**config.mk**
```make
export PLATFORM = sky130hd
export DESIGN_NAME = mem_port_arbiter_flat
export DESIGN_NICKNAME = d
export VERILOG_FILES = /design/src/rtl/mem_port_arbiter_if.sv /design/src/rtl/mem_port_arbiter.sv /design/src/flat_wrapper.sv
export SDC_FILE = /design/constraint.sdc
export NUM_CORES = 1
export LEC_CHECK = 0
export BUFFER_PORTS_ARGS = -buffer_cell sky130_fd_sc_hd__buf_4
export CAP_MARGIN = 20
export CORE_MARGIN = 2
export CORE_UTILIZATION = 51
export CTS_CLUSTER_SIZE = 12
export DETAILED_ROUTE_END_ITERATION = 10
export GPL_ROUTABILITY_DRIVEN = 0
export MAX_ROUTING_LAYER = met4
export PLACE_DENSITY = 0.89
export SYNTH_ARGS = -nofsm -noshare
export SYNTH_HDL_FRONTEND = slang
export SYNTH_SLANG_ARGS = --single-unit
```
**constraint.sdc**
```tcl
create_clock -name clk -period 4.44 [get_ports clk]
set_clock_uncertainty 0.05 [all_clocks]
set_input_delay 0.888 -clock clk [delete_from_list [all_inputs] [get_ports clk]]
set_output_delay 0.888 -clock clk [all_outputs]
set_load 0.05 [all_outputs]
```
**src/rtl/mem_port_arbiter_if.sv**
```systemverilog
// rtl/mem_port_arbiter_if.sv - pipeline and memory signal bundle for the shared memory port arbiter
interface mem_port_arbiter_if #(
  parameter int ADDR_W = 32,
  parameter int DATA_W = 32
);
  localparam int BE_W = DATA_W / 8;

  logic              if_req;
  logic [ADDR_W-1:0] if_addr;
  logic [DATA_W-1:0] if_rdata;
  logic              if_ready;
  logic              stall_if;

  logic              dm_req;
  logic              dm_we;
  logic [ADDR_W-1:0] dm_addr;
  logic [DATA_W-1:0] dm_wdata;
  logic [BE_W-1:0]   dm_be;
  logic [DATA_W-1:0] dm_rdata;
  logic              dm_ready;
  logic              stall_mem;

  logic              mem_en;
  logic              mem_we;
  logic [ADDR_W-1:0] mem_addr;
  logic [DATA_W-1:0] mem_wdata;
  logic [BE_W-1:0]   mem_be;
  logic [DATA_W-1:0] mem_rdata;

  modport slave (
    input  if_req, if_addr, dm_req, dm_we, dm_addr, dm_wdata, dm_be, mem_rdata,
    output if_rdata, if_ready, stall_if, dm_rdata, dm_ready, stall_mem,
           mem_en, mem_we, mem_addr, mem_wdata, mem_be
  );

  modport master (
    output if_req, if_addr, dm_req, dm_we, dm_addr, dm_wdata, dm_be, mem_rdata,
    input  if_rdata, if_ready, stall_if, dm_rdata, dm_ready, stall_mem,
           mem_en, mem_we, mem_addr, mem_wdata, mem_be
  );
endinterface

```
**src/rtl/mem_port_arbiter.sv**
```systemverilog
// rtl/mem_port_arbiter.sv - shares one fixed-latency single-port memory between fetch and data ports
module mem_port_arbiter #(
  parameter int ADDR_W  = 32,
  parameter int DATA_W  = 32,
  parameter int MEM_LAT = 2
) (
  input logic               clk,
  input logic               reset,
  mem_port_arbiter_if.slave bus
);
  typedef enum logic [1:0] {IDLE, ISSUE, WAIT, RESP} state_t;

  localparam logic [3:0] LAT = 4'(MEM_LAT);

  state_t     state, state_nxt;
  logic [3:0] cnt;
  logic       last_dm;
  logic       gnt_dm;
  logic       grant_if, grant_dm;

  // On a conflict the port that did not go last wins; last_dm resets to fetch so data wins first.
  always_comb begin
    grant_if = 1'b0;
    grant_dm = 1'b0;
    if (state == IDLE) begin
      if (bus.if_req && bus.dm_req) begin
        grant_dm = ~last_dm;
        grant_if = last_dm;
      end else begin
        grant_if = bus.if_req;
        grant_dm = bus.dm_req;
      end
    end
  end

  always_comb begin
    state_nxt = state;
    case (state)
      IDLE:    if (grant_if || grant_dm) state_nxt = ISSUE;
      ISSUE:   state_nxt = WAIT;
      WAIT:    if (cnt == 4'd1) state_nxt = RESP;
      RESP:    state_nxt = IDLE;
      default: state_nxt = IDLE;
    endcase
  end

  always_ff @(posedge clk or negedge reset) begin
    if (!reset) state <= IDLE;
    else        state <= state_nxt;
  end

  // Memory strobe and operands are registered at grant so mem_en is high exactly in ISSUE.
  always_ff @(posedge clk or negedge reset) begin
    if (!reset) begin
      cnt           <= '0;
      last_dm       <= 1'b0;
      gnt_dm        <= 1'b0;
      bus.mem_en    <= 1'b0;
      bus.mem_we    <= 1'b0;
      bus.mem_addr  <= '0;
      bus.mem_wdata <= '0;
      bus.mem_be    <= '0;
      bus.if_rdata  <= '0;
      bus.dm_rdata  <= '0;
      bus.if_ready  <= 1'b0;
      bus.dm_ready  <= 1'b0;
    end else begin
      case (state)
        IDLE: begin
          if (grant_if || grant_dm) begin
            gnt_dm        <= grant_dm;
            bus.mem_en    <= 1'b1;
            bus.mem_we    <= grant_dm && bus.dm_we;
            bus.mem_addr  <= (grant_dm ? bus.dm_addr : bus.if_addr) & ~ADDR_W'(3);
            bus.mem_wdata <= grant_dm ? bus.dm_wdata : DATA_W'(0);
            bus.mem_be    <= (grant_dm && bus.dm_we) ? bus.dm_be : '1;
          end
        end
        ISSUE: begin
          bus.mem_en <= 1'b0;
          cnt        <= LAT;
        end
        WAIT: begin
          cnt <= cnt - 4'd1;
          if (cnt == 4'd1) begin
            if (!bus.mem_we) begin
              if (gnt_dm) bus.dm_rdata <= bus.mem_rdata;
              else        bus.if_rdata <= bus.mem_rdata;
            end
            if (gnt_dm) bus.dm_ready <= 1'b1;
            else        bus.if_ready <= 1'b1;
          end
        end
        RESP: begin
          bus.if_ready <= 1'b0;
          bus.dm_ready <= 1'b0;
          last_dm      <= gnt_dm;
        end
        default: ;
      endcase
    end
  end

  assign bus.stall_if  = bus.if_req & ~bus.if_ready;
  assign bus.stall_mem = bus.dm_req & ~bus.dm_ready;
endmodule
```
**src/flat_wrapper.sv**
```systemverilog
// flat-port wrapper written by rule: the top's interface ports become plain ports
module mem_port_arbiter_flat 
#(
  parameter int ADDR_W  = 32,
  parameter int DATA_W  = 32,
  parameter int MEM_LAT = 2
)
  (clk, reset, bus_if_req, bus_if_addr, bus_dm_req, bus_dm_we, bus_dm_addr, bus_dm_wdata, bus_dm_be, bus_mem_rdata, bus_if_rdata, bus_if_ready, bus_stall_if, bus_dm_rdata, bus_dm_ready, bus_stall_mem, bus_mem_en, bus_mem_we, bus_mem_addr, bus_mem_wdata, bus_mem_be);
  mem_port_arbiter_if #(.ADDR_W(ADDR_W), .DATA_W(DATA_W)) bus_i ();
  input logic clk;
  input logic reset;
  input wire logic [$bits(bus_i.if_req)-1:0] bus_if_req;
  input wire logic [$bits(bus_i.if_addr)-1:0] bus_if_addr;
  input wire logic [$bits(bus_i.dm_req)-1:0] bus_dm_req;
  input wire logic [$bits(bus_i.dm_we)-1:0] bus_dm_we;
  input wire logic [$bits(bus_i.dm_addr)-1:0] bus_dm_addr;
  input wire logic [$bits(bus_i.dm_wdata)-1:0] bus_dm_wdata;
  input wire logic [$bits(bus_i.dm_be)-1:0] bus_dm_be;
  input wire logic [$bits(bus_i.mem_rdata)-1:0] bus_mem_rdata;
  output wire logic [$bits(bus_i.if_rdata)-1:0] bus_if_rdata;
  output wire logic [$bits(bus_i.if_ready)-1:0] bus_if_ready;
  output wire logic [$bits(bus_i.stall_if)-1:0] bus_stall_if;
  output wire logic [$bits(bus_i.dm_rdata)-1:0] bus_dm_rdata;
  output wire logic [$bits(bus_i.dm_ready)-1:0] bus_dm_ready;
  output wire logic [$bits(bus_i.stall_mem)-1:0] bus_stall_mem;
  output wire logic [$bits(bus_i.mem_en)-1:0] bus_mem_en;
  output wire logic [$bits(bus_i.mem_we)-1:0] bus_mem_we;
  output wire logic [$bits(bus_i.mem_addr)-1:0] bus_mem_addr;
  output wire logic [$bits(bus_i.mem_wdata)-1:0] bus_mem_wdata;
  output wire logic [$bits(bus_i.mem_be)-1:0] bus_mem_be;
  assign bus_i.if_req = bus_if_req;
  assign bus_i.if_addr = bus_if_addr;
  assign bus_i.dm_req = bus_dm_req;
  assign bus_i.dm_we = bus_dm_we;
  assign bus_i.dm_addr = bus_dm_addr;
  assign bus_i.dm_wdata = bus_dm_wdata;
  assign bus_i.dm_be = bus_dm_be;
  assign bus_i.mem_rdata = bus_mem_rdata;
  assign bus_if_rdata = bus_i.if_rdata;
  assign bus_if_ready = bus_i.if_ready;
  assign bus_stall_if = bus_i.stall_if;
  assign bus_dm_rdata = bus_i.dm_rdata;
  assign bus_dm_ready = bus_i.dm_ready;
  assign bus_stall_mem = bus_i.stall_mem;
  assign bus_mem_en = bus_i.mem_en;
  assign bus_mem_we = bus_i.mem_we;
  assign bus_mem_addr = bus_i.mem_addr;
  assign bus_mem_wdata = bus_i.mem_wdata;
  assign bus_mem_be = bus_i.mem_be;
  mem_port_arbiter #(.ADDR_W(ADDR_W), .DATA_W(DATA_W), .MEM_LAT(MEM_LAT)) u_core (.clk(clk), .reset(reset), .bus(bus_i));
endmodule
```
### After elaboration in Yosys (flattened, before gate mapping)

Cells that the tools add are included.

| cells by class | value |
|---|---|
| add/subtract/negate cells | 1 |
| equal/unequal tests | 8 |
| muxes and demuxes | 19 |
| bitwise logic cells | 7 |
| reductions and logical operators | 14 |

Operators with widths:

| cell | number |
|---|---|
| 32-bit two-way mux | 2 |
| 1-bit two-way mux | 9 |
| 2-bit case mux with 4 select lines | 1 |
| 4-bit case mux with 2 select lines | 1 |
| 4-bit AND reduction | 2 |
| 1-bit case mux with 2 select lines | 3 |
| 2-bit AND reduction | 3 |
| 3-bit AND reduction | 2 |
| 2-bit nonzero test | 3 |
| 1-bit inverter | 5 |
| 2-bit equality test, second input constant | 2 |
| 4-bit by 1-bit equality test with 1-bit output, second input constant | 1 |
| 2-bit two-way mux | 2 |
| 4-bit two-way mux | 1 |
| 2-bit by 1-bit inequality test with 1-bit output, second input constant | 2 |
| 2-bit inequality test, second input constant | 2 |
| 4-bit by 1-bit subtractor with 4-bit output, second input constant | 1 |
| 1-bit bitwise AND | 2 |
| 2-bit by 1-bit equality test with 1-bit output, second input constant | 1 |
| 1-bit logical AND | 2 |
| 2-bit zero test | 1 |
| 1-bit logical OR | 1 |

| storage, ports and cells | value |
|---|---|
| bits in registers | 142 |
| input port bits | 137 |
| logic and storage cells | 62 |

### Longest topological paths before layout

| depth | value |
|---|---|
| depth in word-level cells | 6 |
| gate-level depth with buffers | 8 |
| mapped depth without buffers | 5 |

### Least setup slack after synthesis

No wires, ideal clock.

| timing | value |
|---|---|
| path type | input to output |
| from | input port bus_dm_req |
| to | output port bus_stall_mem |
| arrival | 2.153 ns |
| required time | 3.502 ns |
| setup slack | 1.349 ns |
| cell stages on the path | 3 |
| buffers on the path | 2 |
| path through | clkbuf_1 clkbuf_1 nor2b_1 |

| on the way | value |
|---|---|
| word-level cells in the longest chain between the ends | 1 |

RTL lines:

| element | line | RTL |
|---|---|---|
| from (decl) | flat_wrapper.sv:14 | `input wire logic [$bits(bus_i.dm_req)-1:0] bus_dm_req;` |
| 1-bit bitwise AND | mem_port_arbiter.sv:105 | `assign bus.stall_mem = bus.dm_req & ~bus.dm_ready;` |
| to (decl) | flat_wrapper.sv:25 | `output wire logic [$bits(bus_i.stall_mem)-1:0] bus_stall_mem;` |

Every way passes these cells.

### Final worst setup path

| timing | value |
|---|---|
| from | register u_core.state[0] |
| to | register u_core.bus.if_rdata[19] |

| on the way | value |
|---|---|
| word-level cells in the longest chain between the ends | 2 |

RTL lines:

| element | line | RTL |
|---|---|---|
| from (decl) | mem_port_arbiter.sv:15 | `state_t state, state_nxt;` |
| from (signal assigned) | mem_port_arbiter.sv:49 | `else state <= state_nxt;` |
| 2-bit equality test | mem_port_arbiter.sv:68 | `case (state)` |
| 4-bit AND reduction (no source line) | -- |  |
| to (signal assigned) | mem_port_arbiter.sv:88 | `else bus.if_rdata <= bus.mem_rdata;` |
| to (decl) | mem_port_arbiter_if.sv:32 | `output if_rdata, if_ready, stall_if, dm_rdata, dm_ready, stall_mem,` |

Every way passes these cells.
A chain may end at the register's enable or synchronous reset.

==> results.py <==
metrics = {
    "detailed_routing": {
        "vias": 5059,
        "remaining_drc_errors": 0,
        "first_iter_violations": 358,
        "routedWlPerCell_um": 20.2,
        "ant_nets": 0,
        "drtPass1Iterations": 4,
        "wl_um": 17700,
        "vias_per_cell": 5.78,
    },
    "setup_path": {
        "crit_type": "flip-flop to flip-flop",
        "worst_setup_path_end_kind": "flip-flop",
        "crit_start": "u_core.state[0]",
        "crit_path_max_fanout": 32,
        "worstPathRequired_ns": 4.69,
        "crit_arrival_ns": 3.20,
        "rr_startpoint": "u_core.state[0]",
        "crit_path_start_kind": "flip-flop",
    },
    "timing": {
        "setup_viol": 0,
        "tns_ns": 0,
        "drv_slew": 0,
        "timing_worst_slew_pin_value_ns": 1.07,
        "max_slew_margin_pct": 28.6,
        "fin_crit_ns": 2.95,
        "final_hold_viol_count": 0,
        "fmax_mhz": 339,
        "rsz0062_at_grt": "false",
        "worst_slack_ns": 1.49,
        "period_share_pct": 66.5,
    },
    "finish": {
        "nets": 864,
        "final_core_util_pct": 75.7,
        "layout-drive-gt1-share_pct": 51.5,
        "layout_common_cells": "buf_4 (276), dfrtp_1 (142), nor2_1 (35)",
        "areaGrowthSynthToFinish_pct": 44.7,
        "final_common_cell": "buf_4",
        "diodes": 0,
    },
    "clocking": {
        "clock_path_buffers": 2,
        "cts_tree": "yes",
        "postCtsHoldBufs": 0,
        "clkTransAtPathRegs_ns": 0.06,
        "numCtsBuffers": 17,
        "clockRootBuffer": "clkbuf_16",
        "clock_latency_ns": 0.41,
        "post_cts_buffers": 0,
        "post_cts_resized": 0,
        "clock-sinks": 142,
        "htreeDepth": 4,
    },
    "grt": {
        "globalRouteMet1Util_pct": 34.4,
        "grt_pass1_wl_um": 27600,
        "track_usage_pct": 28.8,
        "met2_usage_pct": 47.9,
        "grt_overflow": 0,
        "grt_pass1_vias": 5181,
        "top_usage_layer": "met2",
        "antenna_found_initial": 0,
        "grt_max_degree": 80,
        "grt_use_met3_pct": 8.59,
    },
    "die": {
        "fp.dieW_um": 112,
        "start_util_pct": 52.3,
        "die-area_um2": 12600,
        "io_pins": 275,
        "num_rows": 39,
        "die_h_um": 112,
        "core-area_um2": 11500,
    },
    "yosys": {
        "yosysUniqueCellTypes": 36,
        "ys_ff_latch": 142,
        "ys_seq_area_share_pct": 59.3,
        "async_flop_share_pct": 100,
        "synth_edf_count": 0,
        "synth_area_um2": 6000,
        "syn_inst": 463,
        "synth_top_flop_cell": "dfrtp_1",
        "syn_area_per_cell_um2": 12.9,
        "ys_warn_count": 0,
    },
    "placed_design": {
        "post-place-ws_ns": 1.50,
        "dpl.hpwl_um": 12300,
        "port_buffers": 268,
    },
    "power": {
        "p_leak_nw": 4.19,
        "powerDensity_nw_per_um2": 949,
        "vdd_drop_max_uv": 806,
    },
    "run_status": {
        "status": "finished, final reports clean",
    },
    "hold_path": {
        "hp-start": "u_core.bus.mem_be[2]",
        "hp-class": "flip-flop to flip-flop",
    },
    "flow_run": {
        "cap_violations": 0,
    },
}
## flip-flops by register name (all words and copies together) (netlist names)
name / cells
u_core.bus.dm_ready: 1
u_core.state: 2
u_core.cnt: 4
u_core.last_dm: 1
u_core.bus.if_ready: 1
u_core.bus.mem_we: 1
u_core.bus.mem_en: 1
u_core.gnt_dm: 1
u_core.bus.if_rdata: 32
u_core.bus.mem_wdata: 32
u_core.bus.dm_rdata: 32
u_core.bus.mem_addr: 30
u_core.bus.mem_be: 4
## final timing paths
kind / slack, ns / cells after the start / to
min in group asynchronous: 0.46 / 1 / u_core.bus.mem_addr[17]
hold / removal: 0.44 / 1 / u_core.bus.mem_be[2]
hold reg to reg: 0.44 / 1 / u_core.bus.mem_be[2]
max in group asynchronous: 2.94 / 2 / u_core.bus.dm_rdata[23]
setup / recovery: 1.49 / 5 / u_core.bus.if_rdata[19]
setup reg to reg: 1.49 / 5 / u_core.bus.if_rdata[19]
## per-layer routing
layer	vias up	share of wire, %
li1	2236	-
met1	2533	39
met2	268	51
met3	22	7.9
met4	0	1.4
met5	-	0
## metrics by stage
| step | cell area [µm²] | hold WS (ns) | power, W | cells |
|---|---|---|---|---|
| 2_1_floorplan | 6000 | 0.439 | 0.00537 | 464 |
| 3_3_place_gp | 8080 | 0.422 | 0.00669 | 841 |
| 3_5_place_dp | 8080 | 0.429 | 0.00686 | 841 |
| 4_1_cts | 8630 | 0.442 | 0.00822 | 872 |
| 5_1_grt | 8680 | 0.457 | 0.00855 | 875 |
| 6_report | 8680 | 0.441 | 0.00824 | 875 |
## worst max-delay path, stage by stage (launching register included)
cell     delay, ns
dfrtp_1       0.41
inv_1         0.14
ha_1          0.39
inv_1         0.16
or4_2         1.21
mux2_4        0.47
## layout make-up
cell class              instances  area, µm²
flip-flops and latches        142       3550
fillers                       717       2790
multi-input cells             271       2240
repair buffers                280       2130
clock buffers                  24        482
well taps                     143        179
clock inverters                 7       62.6
inverters                       8       30.0
## power by group
group	internal (W)	switching, W
registers	0.00191	0.000416
logic	0.00149	0.00309
clock network	0.000807	0.000519
total	0.00421	0.00403
## synth_stat cells, types with 2 or more instances
| master | instances | area share (%) |
|---|---|---|
| buf_1 | 2 | 0.13 |
| inv_1 | 8 | 0.50 |
| mux2_2 | 34 | 6.4 |
| buf_2 | 5 | 0.42 |
| o22a_1 | 4 | 0.58 |
| a22o_1 | 33 | 4.8 |
| nor2b_1 | 2 | 0.21 |
| nor2_1 | 36 | 2.3 |
| buf_4 | 2 | 0.25 |
| nand2_1 | 6 | 0.38 |
| a31oi_1 | 34 | 3.5 |
| buf_6 | 3 | 0.56 |
| o211ai_1 | 2 | 0.25 |
| ha_1 | 7 | 1.5 |
| clkbuf_1 | 31 | 1.9 |
| o21ai_0 | 34 | 2.8 |
| mux2_4 | 30 | 7.5 |
| o2111ai_1 | 31 | 4.5 |
| dfrtp_1 | 142 | 59 |
## cells by family (layout without fill, tap and decap cells)
kind of cell	after synthesis	in the layout	synth area share, %
other	1	2	0.0625
buffers and inverters	51	319	3.80
flip-flops	142	142	59.3
multiplexers	66	66	14.3
AO/OA/AOI/OAI	145	145	17.4
AND/OR/NAND/NOR	51	51	3.80
adder cells (fa/ha/maj)	7	7	1.46
Power figures use the tool's default switching activity.
